`src/rtl/booth_mult_seq_if.sv`:
```
// Operand/handshake/result bundle for the sequential Booth multiplier.
// master: the side issuing multiplies; slave: the multiplier itself.
interface booth_mult_seq_if #(
    parameter int QW = 32,
    parameter int MW = 9
);
    localparam int PW = QW + MW;

    logic          start;
    logic          abort;
    logic [QW-1:0] q_in;
    logic [MW-1:0] m_in;
    logic          q_signed;
    logic          m_signed;
    logic          busy;
    logic          done;
    logic [PW-1:0] product;

    modport master (
        output start, abort, q_in, m_in, q_signed, m_signed,
        input  busy, done, product
    );

    modport slave (
        input  start, abort, q_in, m_in, q_signed, m_signed,
        output busy, done, product
    );
endinterface

```
`src/rtl/booth_mult_seq.sv`:
```
// Sequential radix-2 Booth multiplier, one multiply in flight at a time.
// Both operands are widened by one bit (sign or zero) so that every
// signed/unsigned mode combination reduces to a plain signed Booth multiply.
// The QW+1-bit multiplier takes QW+1 add/shift steps; A carries two extra
// bits so A +/- M cannot overflow even for the most-negative multiplicand.
module booth_mult_seq #(
    parameter int QW = 32,
    parameter int MW = 9
) (
    input  logic             clk,
    input  logic             rst_n,
    booth_mult_seq_if.slave  bus
);
    localparam int PW = QW + MW;
    localparam int AW = MW + 2;
    localparam int CW = $clog2(QW + 2);
    localparam logic [CW-1:0] CNT_INIT = CW'(QW + 1);

    typedef enum logic {
        IDLE,
        RUN
    } state_t;

    state_t        state_q, state_d;
    logic [AW-1:0] a_q, a_d;
    logic [AW-1:0] m_q, m_d;
    logic [QW:0]   q_q, q_d;
    logic          q1_q, q1_d;
    logic [CW-1:0] cnt_q, cnt_d;
    logic          done_q, done_d;
    logic [PW-1:0] product_q, product_d;

    logic [AW-1:0] a_sum;
    logic [AW-1:0] a_shr;
    logic [QW:0]   q_shr;
    logic          last_step;

    // One Booth step: conditional add/subtract, then arithmetic right shift of {A,Q,Q_1}
    always_comb begin
        a_sum = a_q;
        unique case ({q_q[0], q1_q})
            2'b01:   a_sum = a_q + m_q;
            2'b10:   a_sum = a_q - m_q;
            default: a_sum = a_q;
        endcase
        a_shr = {a_sum[AW-1], a_sum[AW-1:1]};
        q_shr = {a_sum[0], q_q[QW:1]};
    end

    assign last_step = (cnt_q == CW'(1));

    // Next-state and datapath control
    always_comb begin
        state_d   = state_q;
        a_d       = a_q;
        m_d       = m_q;
        q_d       = q_q;
        q1_d      = q1_q;
        cnt_d     = cnt_q;
        done_d    = 1'b0;
        product_d = product_q;

        unique case (state_q)
            IDLE: begin
                if (bus.start) begin
                    q_d     = {bus.q_signed & bus.q_in[QW-1], bus.q_in};
                    m_d     = {{2{bus.m_signed & bus.m_in[MW-1]}}, bus.m_in};
                    a_d     = '0;
                    q1_d    = 1'b0;
                    cnt_d   = CNT_INIT;
                    state_d = RUN;
                end
            end
            RUN: begin
                if (bus.abort) begin
                    // Abort wins over completion: no done, product untouched
                    state_d = IDLE;
                end else begin
                    a_d   = a_shr;
                    q_d   = q_shr;
                    q1_d  = q_q[0];
                    cnt_d = cnt_q - CW'(1);
                    if (last_step) begin
                        // Low PW bits of {A,Q} are exact for every sign mode
                        product_d = {a_shr[MW-2:0], q_shr};
                        done_d    = 1'b1;
                        state_d   = IDLE;
                    end
                end
            end
            default: state_d = IDLE;
        endcase
    end

    // State and datapath registers, asynchronously cleared
    always_ff @(posedge clk or negedge rst_n) begin
        if (!rst_n) begin
            state_q   <= IDLE;
            a_q       <= '0;
            m_q       <= '0;
            q_q       <= '0;
            q1_q      <= 1'b0;
            cnt_q     <= '0;
            done_q    <= 1'b0;
            product_q <= '0;
        end else begin
            state_q   <= state_d;
            a_q       <= a_d;
            m_q       <= m_d;
            q_q       <= q_d;
            q1_q      <= q1_d;
            cnt_q     <= cnt_d;
            done_q    <= done_d;
            product_q <= product_d;
        end
    end

    assign bus.busy    = (state_q == RUN);
    assign bus.done    = done_q;
    assign bus.product = product_q;
endmodule

```
`src/flat_wrapper.sv`:
```
// flat-port wrapper written by rule: the top's interface ports become plain ports
module booth_mult_seq_flat 
#(
    parameter int QW = 32,
    parameter int MW = 9
)
  (clk, rst_n, bus_start, bus_abort, bus_q_in, bus_m_in, bus_q_signed, bus_m_signed, bus_busy, bus_done, bus_product);
  booth_mult_seq_if #(.QW(QW), .MW(MW)) bus_i ();
  input  logic clk;
  input  logic rst_n;
  input wire logic [$bits(bus_i.start)-1:0] bus_start;
  input wire logic [$bits(bus_i.abort)-1:0] bus_abort;
  input wire logic [$bits(bus_i.q_in)-1:0] bus_q_in;
  input wire logic [$bits(bus_i.m_in)-1:0] bus_m_in;
  input wire logic [$bits(bus_i.q_signed)-1:0] bus_q_signed;
  input wire logic [$bits(bus_i.m_signed)-1:0] bus_m_signed;
  output wire logic [$bits(bus_i.busy)-1:0] bus_busy;
  output wire logic [$bits(bus_i.done)-1:0] bus_done;
  output wire logic [$bits(bus_i.product)-1:0] bus_product;
  assign bus_i.start = bus_start;
  assign bus_i.abort = bus_abort;
  assign bus_i.q_in = bus_q_in;
  assign bus_i.m_in = bus_m_in;
  assign bus_i.q_signed = bus_q_signed;
  assign bus_i.m_signed = bus_m_signed;
  assign bus_busy = bus_i.busy;
  assign bus_done = bus_i.done;
  assign bus_product = bus_i.product;
  booth_mult_seq #(.QW(QW), .MW(MW)) u_core (.clk(clk), .rst_n(rst_n), .bus(bus_i));
endmodule
```
`config.mk`:
```
export PLATFORM = sky130hd
export DESIGN_NAME = booth_mult_seq_flat
export DESIGN_NICKNAME = d
export VERILOG_FILES = /design/src/rtl/booth_mult_seq_if.sv /design/src/rtl/booth_mult_seq.sv /design/src/flat_wrapper.sv
export SDC_FILE = /design/constraint.sdc
export NUM_CORES = 1
export LEC_CHECK = 0
export BUFFER_PORTS_ARGS = -buffer_cell sky130_fd_sc_hd__buf_2
export CAP_MARGIN = 25
export CORE_MARGIN = 10
export CORE_UTILIZATION = 50
export DETAILED_ROUTE_END_ITERATION = 7
export PLACE_DENSITY = 0.81
export SLEW_MARGIN = 20
export SYNTH_ARGS = -nofsm -noshare
export SYNTH_HDL_FRONTEND = slang
export SYNTH_SLANG_ARGS = --single-unit
```
`constraint.sdc`:
```
create_clock -name clk -period 4.41 [get_ports clk]
set_input_delay 0.882 -clock clk [delete_from_list [all_inputs] [get_ports clk]]
set_output_delay 0.882 -clock clk [all_outputs]
set_load 0.02 [all_outputs]
```
Word level (Yosys, flattened, before mapping)
Cells that the tools add are included.
- register bits after elaboration: 104
- bits in latches: 0
- memory bits (writable): 0
- memory bits (read-only): 0
- input port bits: 47
- output and inout port bits: 43
- logic and storage cells: 43
- memories kept: 0
- add/sub/neg operators: 3
- $mul: 0
- div/mod/pow operators: 0
- order comparisons: 0
- eq/ne operators: 5
- shift operators: 0
- mux-type cells: 20
- bitwise logic cells: 4
- reductions and logical operators: 3
- operators with widths (kind ; number):
    $mux 33 ; 2
    $pmux 33 s2 ; 1
    $pmux 11 s2 ; 2
    $mux 11 ; 2
    $mux 6 ; 2
    $pmux 6 s2 ; 1
    $add 11x11->11 ; 1
    $sub 11x11->11 ; 1
    $mux 1 ; 8
    $eq 6x1->1 const B ; 1
    $sub 6x1->6 const B ; 1
    $ne 2x2->1 const B ; 2
    $pmux 1 s2 ; 2
    $reduce_and 2->1 ; 2
    $reduce_and 3->1 ; 1
    $and 1x1->1 ; 2
    $eq 2x1->1 const B ; 1
    $eq 2x2->1 const B ; 1
    $not 1->1 ; 2

Depth between registers and ports, before layout
- depth in word-level cells: 4
- depth in mapped cells: 13
- mapped depth without buffers: 13

Worst setup path after synthesis
OpenSTA, ideal clock, no wires.
- kind: reg2reg
- from: register u_core.q1_q
- to: register u_core.product_q[40], in the netlist u_core.bus.product[40]
- setup time: 79 ps
- arrival time: 2452 ps
- required time: 4331 ps
- path slack: 1879 ps
- cell stages (with the launch flop): 12
- buffers on the path: 1
- period minus slack after synthesis: 2531 ps
- path through: dfrtp_1 -> inv_1 -> ha_1 -> buf_2 -> mux2_2 -> fa_1 -> nor2b_4 -> o2111ai_1 -> a21oi_1 -> nor4b_1 -> a311o_1 -> mux2i_1
- word-level cells in the longest chain between the ends: 2
- elaborated cells between the ends (all ways): 3
- classes of those cells: eq/ne: 2; mux: 1
- RTL lines (item ; RTL line ; text):
    start, declared ; booth_mult_seq.sv:28 ; logic q1_q, q1_d;
    start signal, assigned ; booth_mult_seq.sv:111 ; q1_q <= q1_d;
    $eq 2x2->1 or $eq 2x1->1 (tied branches) ; booth_mult_seq.sv:41 ; unique case ({q_q[0], q1_q})
    $pmux 11 s2 (*) ; booth_mult_seq.sv:41 ;
    end signal, assigned ; booth_mult_seq.sv:114 ; product_q <= product_d;
    end, declared ; booth_mult_seq.sv:31 ; logic [PW-1:0] product_q, product_d;
Mark *: on every way between the ends. The rest lies on a longest branch, timed or not.
A chain may end at the register's enable or synchronous reset.

Worst setup path after layout
- from: register u_core.q1_q
- to: register u_core.product_q[39], in the netlist u_core.bus.product[39]
Same word-level chain as after synthesis.

==> metrics.txt <==
Setup Buffers After CTS 0; Most used DFF post-synth dfrtp_1; deepest clock path buffer count 2; io pins 90; Max-Cap Viols 0; initial antenna violation count 0; Iteration-0 DRC Markers about 360; Seq/Total Area, Yosys 0.5053; PortBufs between 80 and 90; final net count 601; P&R area growth vs syn 14.57%; FMAX between 0.3 and 0.4 GHz; first drt pass iteration count 6; CP Capture Type flip-flop; die width 121.0 um; synthesized netlist cell count 459; Pleak 2.949 nW; dominant cells by area after synthesis dfrtp_1 51%, mux2_4 8.8%, mux2i_1 7.5%; DR vias 3,569; post-route ant nets 0; Worst Tran Pin Value 0.7751 ns; # setup viols final 0; All-Layer GR Usage 0.1528; ant diodes 0; mapped cell area 5101 um^2; CTS tree yes; Core ar. 9864 um^2; Post-Route Hold Slack 0.4918 ns; Req. time, crit path 4.63 ns; Yosys Warn Count 0; H-Tree Depth 3; wire per inst 16.47 um; Power Dens Cells 813.8 nW/um^2; number of synthesized flops with an enable pin 0; CP startpoint kind flip-flop; CP arrival 3.12 ns; Place WS approximately 1.6 ns; max incr delay on CP 0.42 ns; Die Ht 121.0 um; number of global-route vias before repair 3,837; worst-path cell chain inv_1 -> ha_1 -> mux2_2 -> inv_1 -> ha_1 -> nor2b_1 -> o2111ai_1 -> nand2_1 -> a311oi_1 -> o31a_1 -> a21oi_2; Initial Utilization 0.5171; Hold-fix buffers, CTS 0; drt drc 0; CTS Buf Count 9; Crit Path Category reg2reg; maximum vdd drop 0.3631 mV; status finished clean; Slew HR 0.4832; Tmin final roughly 2.9 ns; routed vias/inst around 5.3; share of the synthesized area in the top cell type 0.5053; #FFs+latches synth a little over 100; period utilization 0.6585; Placer Congestion around 0.84; unrepaired setup endpoints after global routing false; Clock Sinks 103; final hold vios 0; Pins Over Slew Limit 0; Avg Synthesized Cell Area 11.11 um^2; row cnt 36; Final WS setup 1.506 ns; Slowest-stage cell, CP mux2_2; non-filler instance count after layout 676; Post-CTS Resized 0; share of cells above drive strength 1 0.2818; class of the worst hold path reg2reg; first-pass GRT wire length 18.53 mm; worst skew pair latency 0.35 ns; Post-Route WL 11.14 mm; Worst Skew 0.01154 ns; Placed Instances 661; Clk Tree Root Cell clkbuf_8; Post-Syn Nets 521; Synth area leader dfrtp_1; Die ar. approximately 15,000 um^2; setup TNS 0 ns; Clk pin slew, worst setup/hold paths 0.10 ns; ys async rst share 1.000; Synth cell types 48; detailed placement HPWL 8.205 mm; largest net degree at the start of global routing 81; critical path fanouts, max 11; GRT overflow 0
-- final timing paths --
path	from	end	slack, ns	cells past startpoint
max	u_core.q1_q$_DFFE_PN0P_	u_core.bus.product[39]$_DFFE_PN0P_	1.51	11
min	u_core.bus.product[36]$_DFFE_PN0P_	u_core.bus.product[36]$_DFFE_PN0P_	0.49	1
max reg2reg	u_core.q1_q$_DFFE_PN0P_	u_core.bus.product[39]$_DFFE_PN0P_	1.51	11
min reg2reg	u_core.bus.product[36]$_DFFE_PN0P_	u_core.bus.product[36]$_DFFE_PN0P_	0.49	1
max in group asynchronous	rst_n	u_core.bus.busy$_DFF_PN0_	3.04	2
min in group asynchronous	rst_n	u_core.bus.product[5]$_DFFE_PN0P_	0.55	1
-- flip-flops by register name, indices dropped and copies added (netlist names) --
name and cells:
u_core.cnt_q 6, u_core.a_q 10, u_core.bus.busy 1, u_core.q_q 33, u_core.q1_q 1, u_core.bus.done 1, u_core.m_q 10, u_core.bus.product 41
-- per-stage QoR --
stage          power [mW]    util  area, um^2
2_1_floorplan       3.423       -        5101
3_3_place_gp        3.928  0.5676        5599
3_5_place_dp        4.061  0.5676        5599
4_1_cts             4.782  0.5921        5841
5_1_grt             5.110  0.5925        5844
6_report            4.756  0.5925        5844
-- critical path: cells and delay by family, from the launching register on --
| family | cells | cell delay [ns] |
|---|---|---|
| simple gates | 2 | 0.29 |
| buf+inv | 2 | 0.12 |
| fa+ha+maj | 2 | 0.60 |
| mux | 1 | 0.42 |
| flops | 1 | 0.39 |
| compound gates | 4 | 0.96 |
-- cell families (layout without fill, tap and decap cells) --
family / count (synthesis) / count (layout) / synth area share
DFF: 103 / 103 / 0.5053
buffers and inverters: 35 / 119 / 0.03851
adders and majority gates: 15 / 15 / 0.03826
muxes: 75 / 75 / 0.1783
AOI/OAI and AO/OA: 89 / 89 / 0.1001
xor gates and xnor gates: 15 / 15 / 0.02576
and+or+nand+nor: 127 / 127 / 0.1138
-- cells in the mapped netlist, drive strengths merged (2+ instances only) --
| cell type | count |
|---|---|
| mux2 | 37 |
| o2111ai | 2 |
| and3 | 2 |
| nor2 | 21 |
| nor2b | 4 |
| nand3 | 5 |
| o22ai | 2 |
| o21ai | 49 |
| mux2i | 38 |
| dfrtp | 103 |
| nand2 | 79 |
| and2 | 2 |
| a21oi | 21 |
| xor2 | 2 |
| nor3 | 4 |
| ha | 14 |
| xnor2 | 13 |
| a31oi | 2 |
| a22o | 5 |
| inv | 11 |
| buf | 20 |
| nand2b | 5 |
| a21o | 3 |
| clkbuf | 4 |
| nor4 | 2 |
-- routing by layer --
layer / vias up / global-route usage / wire, um
met5: - / 0 / 0
met4: 0 / 0.04223 / 112
met3: 12 / 0.04653 / 662
met2: 91 / 0.2449 / 5289
met1: 1728 / 0.1955 / 5071
li1: 1738 / - / -
-- layout make-up --
type,count,area [um^2]
Clock inverter,5,103.9
Sequential cell,103,2579
Tap cell,133,166.4
Multi-Input combinational cell,321,2335
Timing Repair Buffer,93,481.7
Clock buffer,10,137.6
Fill cell,813,4020
Inverter,11,41.29
-- power breakdown --
part           switching, mW  leakage, nW  internal [mW]  total (mW)
registers              0.330         1.32           1.37        1.70
logic                   1.32         1.50           1.03        2.35
clock network          0.315        0.123          0.391       0.706
-- layout by cell type (no fill, tap or decap), types with 14 or more instances in the layout --
cell type  instances
nor2_1            19
buf_2             88
o21ai_0           24
mux2i_1           38
o21ai_1           25
mux2_4            30
dfrtp_1          102
a21oi_1           19
nand2_1           79
ha_1              14
(Power assumes the default switching activity.)
